===== config.mk =====
export PLATFORM = sky130hd
export DESIGN_NAME = clock_24_flat
export DESIGN_NICKNAME = d
export VERILOG_FILES = /design/src/rtl/clock_24_pkg.sv /design/src/rtl/clock_24_if.sv /design/src/rtl/clock_24_bcd_digit_counter.sv /design/src/rtl/clock_24.sv /design/src/flat_wrapper.sv
export SDC_FILE = /design/constraint.sdc
export NUM_CORES = 1
export LEC_CHECK = 0
export ABC_AREA = 1
export ABC_CLOCK_PERIOD_IN_PS = 2100
export CORE_MARGIN = 2
export CORE_UTILIZATION = 50
export DETAILED_ROUTE_END_ITERATION = 12
export PLACE_DENSITY = 0.76
export REMOVE_ABC_BUFFERS = 1
export SLEW_MARGIN = 20
export SYNTH_ARGS = -nofsm -noshare
export SYNTH_HDL_FRONTEND = slang
export SYNTH_SLANG_ARGS = --single-unit

===== constraint.sdc =====
create_clock -name clk -period 2.1 [get_ports clk]
set_clock_uncertainty 0.1 [all_clocks]
set_input_delay 0.315 -clock clk [delete_from_list [all_inputs] [get_ports clk]]
set_output_delay 0.315 -clock clk [all_outputs]
set_load 0.01 [all_outputs]

===== src/rtl/clock_24_pkg.sv =====
// rtl/clock_24_pkg.sv - shared digit limits and widths for the clock_24 time-of-day counter
// Contents: per-digit maximum values, the 23:59 wrap point and digit widths.
package clock24_pkg;

  localparam int MIN1_MAX        = 9;
  localparam int MIN10_MAX       = 5;
  localparam int HOUR1_MAX       = 9;
  localparam int HOUR_WRAP_TENS  = 2;
  localparam int HOUR_WRAP_UNITS = 3;

  localparam int MIN1_W   = 4;
  localparam int MIN10_W  = 3;
  localparam int HOUR1_W  = 4;
  localparam int HOUR10_W = 2;

endpackage


===== src/rtl/clock_24_if.sv =====
// rtl/clock_24_if.sv - HH:MM BCD digit bundle produced by clock_24
// Signals: min1 (minutes units), min10 (minutes tens), hour1 (hours units), hour10 (hours tens).
// Modports: master drives the digits, slave observes them.
interface clock_24_if;
  import clock24_pkg::*;

  logic [MIN1_W-1:0]   min1;
  logic [MIN10_W-1:0]  min10;
  logic [HOUR1_W-1:0]  hour1;
  logic [HOUR10_W-1:0] hour10;

  modport master (output min1, output min10, output hour1, output hour10);
  modport slave  (input  min1, input  min10, input  hour1, input  hour10);
endinterface


===== src/rtl/clock_24_bcd_digit_counter.sv =====
// rtl/clock_24_bcd_digit_counter.sv - one wrapping decimal digit of the time-of-day chain
// Ports: clk, reset (async, active-high), inc (count enable), clr (sync clear),
//        q (digit value), carry (inc while q is at its maximum).
module bcd_digit_counter #(
  parameter int WIDTH = 4,
  parameter int MAX   = 9
) (
  input  logic             clk,
  input  logic             reset,
  input  logic             inc,
  input  logic             clr,
  output logic [WIDTH-1:0] q,
  output logic             carry
);

  localparam logic [WIDTH-1:0] QMAX = WIDTH'(MAX);

  // An out-of-range value is forced back to 0 on the next edge even
  // without inc, so a corrupted digit cannot persist.
  always_ff @(posedge clk or posedge reset) begin
    if (reset) begin
      q <= '0;
    end else if (clr || (q > QMAX)) begin
      q <= '0;
    end else if (inc) begin
      q <= (q == QMAX) ? '0 : q + 1'b1;
    end
  end

  assign carry = inc && (q == QMAX);

endmodule


===== src/rtl/clock_24.sv =====
// rtl/clock_24.sv - free-running 24-hour HH:MM counter, one minute per clk edge
// Ports: clk (one rising edge = one minute), reset (async, active-high, forces 00:00),
//        tod (clock_24_if master: min1, min10, hour1, hour10 straight from flops).
module clock_24
  import clock24_pkg::*;
(
  input  logic            clk,
  input  logic            reset,
  clock_24_if.master      tod
);

  logic [MIN1_W-1:0]   min1_q;
  logic [MIN10_W-1:0]  min10_q;
  logic [HOUR1_W-1:0]  hour1_q;
  logic [HOUR10_W-1:0] hour10_q;

  logic min1_carry;
  logic min10_carry;
  logic hour1_carry;
  logic hour10_carry;
  logic hour_clr;

  // Wrap 23:59 -> 00:00 by clearing both hour digits on the hour carry out
  // of 23. An hour10 overflow can only come from a corrupted state and is
  // folded into the same clear.
  assign hour_clr = (min10_carry
                     && (hour10_q == HOUR10_W'(HOUR_WRAP_TENS))
                     && (hour1_q  == HOUR1_W'(HOUR_WRAP_UNITS)))
                    || hour10_carry;

  bcd_digit_counter #(.WIDTH(MIN1_W), .MAX(MIN1_MAX)) u_min1 (
    .clk   (clk),
    .reset (reset),
    .inc   (1'b1),
    .clr   (1'b0),
    .q     (min1_q),
    .carry (min1_carry)
  );

  bcd_digit_counter #(.WIDTH(MIN10_W), .MAX(MIN10_MAX)) u_min10 (
    .clk   (clk),
    .reset (reset),
    .inc   (min1_carry),
    .clr   (1'b0),
    .q     (min10_q),
    .carry (min10_carry)
  );

  bcd_digit_counter #(.WIDTH(HOUR1_W), .MAX(HOUR1_MAX)) u_hour1 (
    .clk   (clk),
    .reset (reset),
    .inc   (min10_carry),
    .clr   (hour_clr),
    .q     (hour1_q),
    .carry (hour1_carry)
  );

  bcd_digit_counter #(.WIDTH(HOUR10_W), .MAX(HOUR_WRAP_TENS)) u_hour10 (
    .clk   (clk),
    .reset (reset),
    .inc   (hour1_carry),
    .clr   (hour_clr),
    .q     (hour10_q),
    .carry (hour10_carry)
  );

  assign tod.min1   = min1_q;
  assign tod.min10  = min10_q;
  assign tod.hour1  = hour1_q;
  assign tod.hour10 = hour10_q;

endmodule


===== src/flat_wrapper.sv =====
// flat-port wrapper written by rule: the top's interface ports become plain ports
module clock_24_flat import clock24_pkg::*;
  (clk, reset, tod_min1, tod_min10, tod_hour1, tod_hour10);
  clock_24_if tod_i ();
  input  logic clk;
  input  logic reset;
  output wire logic [$bits(tod_i.min1)-1:0] tod_min1;
  output wire logic [$bits(tod_i.min10)-1:0] tod_min10;
  output wire logic [$bits(tod_i.hour1)-1:0] tod_hour1;
  output wire logic [$bits(tod_i.hour10)-1:0] tod_hour10;
  assign tod_min1 = tod_i.min1;
  assign tod_min10 = tod_i.min10;
  assign tod_hour1 = tod_i.hour1;
  assign tod_hour10 = tod_i.hour10;
  clock_24 u_core (.clk(clk), .reset(reset), .tod(tod_i));
endmodule

==> impl_metrics.yaml, run 1 <==
floorplan:
  num_io_pins: 15
  initial_utilization_pct: 53.94
  die_w_um: 41.70
  die_area_um2: 1739
  core-area_um2: 1318
  die_h_um: 41.70
  rows: 13
power_and_ir_drop:
  ir_worst_vdd_mv: 0.3148
  powerDensity_nw_per_um2: 452.6
  p_leak_nw: 0.4343
critical_path:
  path_buf_inv: 1
  worstPathRequired_ps: 1680
  cp_top_family: "buffers and inverters"
  startpoint: "u_core.u_min1.q[0]"
  cpMaxStageDelayCell: "clkdlybuf4s50_1"
  critPathCaptureType: "output pin"
  cp-start-kind: "flop"
  cp.arrival_ps: 1360
  path_class: "reg2out"
  critPathMaxFanout: 9
  reg2reg_from: "u_core.u_min1.q[1]"
  slowest_delay_ps: 600
  crit_chain: "clkdlybuf4s50_1"
sta:
  fin_setup_tns_ps: 0
  setup_viol: 0
  finalHoldViolCount: 0
  finalCritPeriodShare_pct: 84.75
  grt_setup_unrepaired: "no"
  drv_slew: 0
  hold_ws_ps: 254.9
  period_needed_ps: 1780
  fmax_mhz: 561.9
  slew_headroom_pct: 67.65
  worst_pin_slew_ps: 484.7
yosys:
  synth_top_area_cell: "dfrtp_1"
  synth-seq-cells: 13
  synthCells: 97
  synth_largest_type_area_fraction_pct: 45.77
  yosys-top-cells-area: "dfrtp_1, nand2_1, inv_1, nor2_1, nand3_1"
  synth_cell_type_count: 16
  synthesis.area_per_instance_um2: 7.327
  netlist_area_um2: 710.7
  ys_seq_area_share_pct: 45.77
  yosysWarnings: 0
clocking:
  cts_max_level: 1
  clkTransAtPathRegs_ps: 70
  insertion_delay_ps: 270
  cts.sinks: 13
  cts_resized: 0
  clock_path_buffers: 2
  ctsHoldBuffers: 0
  tritoncts: "yes"
  cts_made_buffers: 3
  cts_setup_buffers: 0
  clock-root-buffer: "clkbuf_4"
cells_and_area:
  nFillCells: 116
  final_common_cell: "nand2_1"
  layout_common_cells: "nand2_1, inv_1, nor2_1"
  multi_input_area_um2: 329.1
  finalInstanceArea_um2: 895.9
  num_antenna_cells: 0
  layout-drive-gt1-share_pct: 9.565
  syn_to_final_growth_pct: 26.06
  seqCellArea_um2: 325.3
  finalNetCount: 118
  final_cells: 130
run:
  cap_viol_max_count: 0
global_routing:
  grt_pass1_wl_mm: 2.235
  grt_usage_pct: 16.77
  grt_remaining_overflow: 0
  antenna_found_initial: 0
  grt_max_degree: 14
  grt_pass1_vias: 528
detailed_routing:
  drtIter0Drc: 18
  drc: 0
  wirelength_mm: 1.259
  ant_nets: 0
  avgViaCountPerCell: 4.877
  wl_per_cell_um: 9.685
  dr.pass1.iters: 4
  route.vias.total: 634
placement:
  dp_hpwl_um: 972.3
  io_buffer_count: 14
  placedCellCount: 126
  place_congestion: 0.8280
  dpl-instance-area_um2: 869.6
run_status:
  outcome: "complete, no violations"
worst_hold_path:
  hold_path.class: "in2async"
power breakdown:
group          switching (mW)  internal, mW  leakage [nW]
logic                 0.00475       0.00172         0.252
registers                   0         0.250         0.168
clock network          0.0753        0.0736        0.0150
total                  0.0801         0.325         0.434
cell families (layout without fill, tap and decap cells):
kind of cell	Yosys count	after routing	synth area share (%)
buffers and inverters	15	33	7.922
and+or+nand+nor	54	54	33.45
DFF	13	13	45.77
xor gates and xnor gates	1	1	1.233
AOI/OAI and AO/OA	14	14	11.62
cell usage after synthesis:
master    count
inv_1        15
a21oi_2       1
xor2_1        1
nand2_2       2
a21boi_0      2
nor2_4        2
a22oi_1       1
a21oi_1       2
o22ai_1       1
dfrtp_1      13
nor2_2        3
o21ai_1       1
nand2_1      26
nor2_1       15
nand3_1       6
o21ai_0       6
area by class of cell:
cell class | count | area share (%)
Clock buffer | 4 | 2.933
Inverter | 15 | 6.285
Multi-Input combinational cell | 69 | 36.73
Sequential cell | 13 | 36.31
Tap cell | 15 | 2.095
Timing Repair Buffer | 14 | 15.64
sequential cells by signal, indices dropped and copies added, names as in the netlist:
name and cells:
u_core.u_hour1.q 4, u_core.u_hour10.q 2, u_core.u_min10.q 3, u_core.u_min1.q 4
path summary, 6_finish.rpt:
| check | end | slack (ps) | cells after the start |
|---|---|---|---|
| worst max-delay path | tod_min1[0] | 320 | 1 |
| worst min-delay path | u_core.u_hour10.q[0] | 250 | 2 |
| worst max register to register | u_core.u_hour1.q[1] | 700 | 6 |
| worst min register to register | u_core.u_hour10.q[1] | 460 | 3 |
| max in group asynchronous | u_core.u_min10.q[2] | 1320 | 2 |
| min in group clk | u_core.u_hour10.q[1] | 460 | 3 |
routing by layer:
metal / wire [µm] / vias up / track usage (%)
met3: 39 / 5 / 2.609
met5: 0 / - / 0
met4: 34 / 0 / 11.61
li1: - / 336 / -
met2: 597 / 13 / 25.62
met1: 587 / 280 / 21.63
metrics by stage:
step / utilization, % / worst slack [ps] / total power [mW]
after floorplan: - / 799.4 / 0.2589
after global placement: 66.00 / 650.7 / 0.2619
after detailed placement: 66.00 / 626.2 / 0.2619
after CTS: 68.00 / 315.9 / 0.4115
after global routing: 68.00 / 253.8 / 0.4321
final: 68.00 / 320.3 / 0.4055
(Power assumes the default switching activity.)
==> inputs of run 2 (changes only) <==
--- a/config.mk
+++ b/config.mk
@@ -6,11 +6,11 @@
 export NUM_CORES = 1
 export LEC_CHECK = 0
 export ABC_AREA = 1
-export ABC_CLOCK_PERIOD_IN_PS = 2100
+export ABC_CLOCK_PERIOD_IN_PS = 1500
 export CORE_MARGIN = 2
-export CORE_UTILIZATION = 50
+export CORE_UTILIZATION = 43
 export DETAILED_ROUTE_END_ITERATION = 12
-export PLACE_DENSITY = 0.76
+export PLACE_DENSITY = 0.69
 export REMOVE_ABC_BUFFERS = 1
 export SLEW_MARGIN = 20
 export SYNTH_ARGS = -nofsm -noshare
==> constraint.sdc (replaced) <==
create_clock -name clk -period 1.5 [get_ports clk]
set_clock_uncertainty 0.1 [all_clocks]
set_input_delay 0.225 -clock clk [delete_from_list [all_inputs] [get_ports clk]]
set_output_delay 0.225 -clock clk [all_outputs]
set_load 0.01 [all_outputs]
==> impl_metrics.yaml, run 2 (synthesis results as in run 1) <==
run_status:
  outcome: "complete, no violations"
clocking:
  clock_path_buffers: 2
  insertion_delay_ps: 270
  cts_made_buffers: 3
  tritoncts: "yes"
  clkTransAtPathRegs_ps: 80
  cts.sinks: 13
  clock-root-buffer: "clkbuf_4"
  cts_max_level: 1
global_routing:
  grt_usage_pct: 17.76
  grt_pass1_vias: 616
  grt_pass1_wl_mm: 2.559
  grt_max_degree: 14
  antenna_found_initial: 0
  grt_remaining_overflow: 0
critical_path:
  crit_chain: "buf_4 -> nor2_2 -> nand3_2 -> nor2_4 -> nand3_1 -> nand2_2 -> nor2_1"
  path_buf_inv: 1
  slowest_delay_ps: 400
  cp-start-kind: "flop"
  cpMaxStageDelayCell: "dfrtp_1"
  rrSetupSlack_ps: 90
  reg2reg_from: "u_core.u_min1.q[2]"
  r2r-end: "u_core.u_hour1.q[0]"
  critPathMaxFanout: 5
  critPathCaptureType: "flop"
  cp_top_family: "simple AND/OR/NAND/NOR gates"
  path_class: "reg2reg"
  cp.arrival_ps: 1460
  worstPathRequired_ps: 1560
  reg2reg_depth: 7
floorplan:
  die_w_um: 44.66
  die_area_um2: 1994
  num_io_pins: 15
  initial_utilization_pct: 46.63
  die_h_um: 44.66
  rows: 14
  core-area_um2: 1524
cells_and_area:
  final_common_cell: "nand2_1"
  finalInstanceArea_um2: 970.9
  layout_common_cells: "nand2_1, inv_1, nor2_1"
  final_cells: 138
  reg_top3: "u_core.u_hour1.q x4, u_core.u_min1.q x4, u_core.u_min10.q x3"
  finalNetCount: 125
  layout-drive-gt1-share_pct: 19.67
  nFillCells: 141
  num_antenna_cells: 0
  syn_to_final_growth_pct: 36.62
sta:
  finalCritPeriodShare_pct: 93.70
  grt_setup_unrepaired: "no"
  worst_pin_slew_ps: 230.8
  finalHoldViolCount: 0
  slew_headroom_pct: 84.45
  period_needed_ps: 1406
  hold_ws_ps: 143.7
  fin_setup_tns_ps: 0
  fmax_mhz: 711.5
  drv_slew: 0
  setup_viol: 0
detailed_routing:
  dr.pass1.iters: 4
  drtIter0Drc: 8
  avgViaCountPerCell: 4.920
  drc: 0
  route.vias.total: 679
  wl_per_cell_um: 10.91
  ant_nets: 0
  wirelength_mm: 1.505
placement:
  io_buffer_count: 14
  placedCellCount: 129
  place_congestion: 0.8214
  dpl-instance-area_um2: 885.9
  dp_hpwl_mm: 1.085
power_and_ir_drop:
  p_clk_share_pct: 37.0
  power_frac_seq_pct: 61.1
  ir_worst_vdd_mv: 0.4944
  powerDensity_nw_per_um2: 590.3
  p_switching_mw: 0.1161
  p_leak_nw: 0.5779
  p_comb_share_pct: 2.0
  p_int_mw: 0.4570
  switching_share_pct: 20.25
worst_hold_path:
  hold_path.class: "in2async"
run:
  cap_viol_max_count: 0
## run 2: cell count changes in the layout (fill, tap and decap cells not counted), moves of 3 or more
cell             previous run  this run
buf_4                       0         7
clkdlybuf4s50_1            14         1
dfrtp_1                    13        10
dfrtp_2                     0         3
dlygate4sd2_1               0         8
dlymetal6s2s_1              0         5
## run 2: worst max path at each step
stage                              from                   to  slack, ps  cells past startpoint
floorplan           u_core.u_min10.q[2]  u_core.u_hour1.q[1]        200                      7
global placement     u_core.u_min1.q[0]          tod_min1[0]        110                      1
detailed placement   u_core.u_min1.q[0]          tod_min1[0]        130                      1
CTS                 u_core.u_hour1.q[1]         tod_hour1[1]         10                      1
global route         u_core.u_min1.q[2]  u_core.u_hour1.q[2]          4                      8
finish               u_core.u_min1.q[2]  u_core.u_hour1.q[0]         90                      7
## run 2: power by group through the flow
stage | registers (mW) | logic, mW | clock network (mW)
floorplan | 0.357 | 0.00533 | 0
global placement | 0.357 | 0.0119 | 0
detailed placement | 0.357 | 0.0122 | 0
CTS | 0.350 | 0.0122 | 0.220
global route | 0.350 | 0.0135 | 0.235
finish | 0.350 | 0.0113 | 0.212
## run 2: tightest hold or removal path, cell delays in order
cell	delay [ps]
clkdlybuf4s50_1	400
inv_1	50
buf_4	200
## run 2: routing by layer
| layer | global-route usage [%] | share of wire [%] | up-vias |
|---|---|---|---|
| li1 | - | - | 347 |
| met4 | 7.273 | 0.60 | 0 |
| met5 | 0 | 0 | - |
| met2 | 26.67 | 48 | 8 |
| met1 | 24.81 | 49 | 322 |
| met3 | 3.673 | 2.1 | 2 |
## run 2: area by class of cell
cell class | count | area [µm²] | share of cell area (%)
clock buffer | 4 | 26.28 | 2.706
inverter | 15 | 56.30 | 5.799
multi-input combinational | 69 | 344.1 | 35.44
sequential | 13 | 329.1 | 33.89
tap | 16 | 20.02 | 2.062
timing repair buffer | 21 | 195.2 | 20.10
## run 2: metrics by stage
step           util, %  power, mW  setup slack [ps]
2_1_floorplan        -     0.3624             199.4
3_3_place_gp     58.13     0.3690             114.2
3_5_place_dp     58.13     0.3693             130.4
4_1_cts          61.90     0.5820             11.20
5_1_grt          63.71     0.5985             3.747
6_report         63.71     0.5731             94.49
## run 2: timing repair
action	in CTS	in global routing
setup endpoints to repair	13	10
hold buffers	0	0
pin swaps	0	2
cloned	0	0
resized for setup	11	9
setup buffers	5	0
hold endpoints to repair	0	0
==> inputs of run 3 (changes only) <==
--- a/config.mk
+++ b/config.mk
@@ -6,7 +6,6 @@
 export NUM_CORES = 1
 export LEC_CHECK = 0
 export ABC_AREA = 1
-export ABC_CLOCK_PERIOD_IN_PS = 1500
 export CORE_MARGIN = 2
 export CORE_UTILIZATION = 43
 export DETAILED_ROUTE_END_ITERATION = 12
==> results of run 3 <==
Final layout, timing and power as in run 2 (identical DEF).
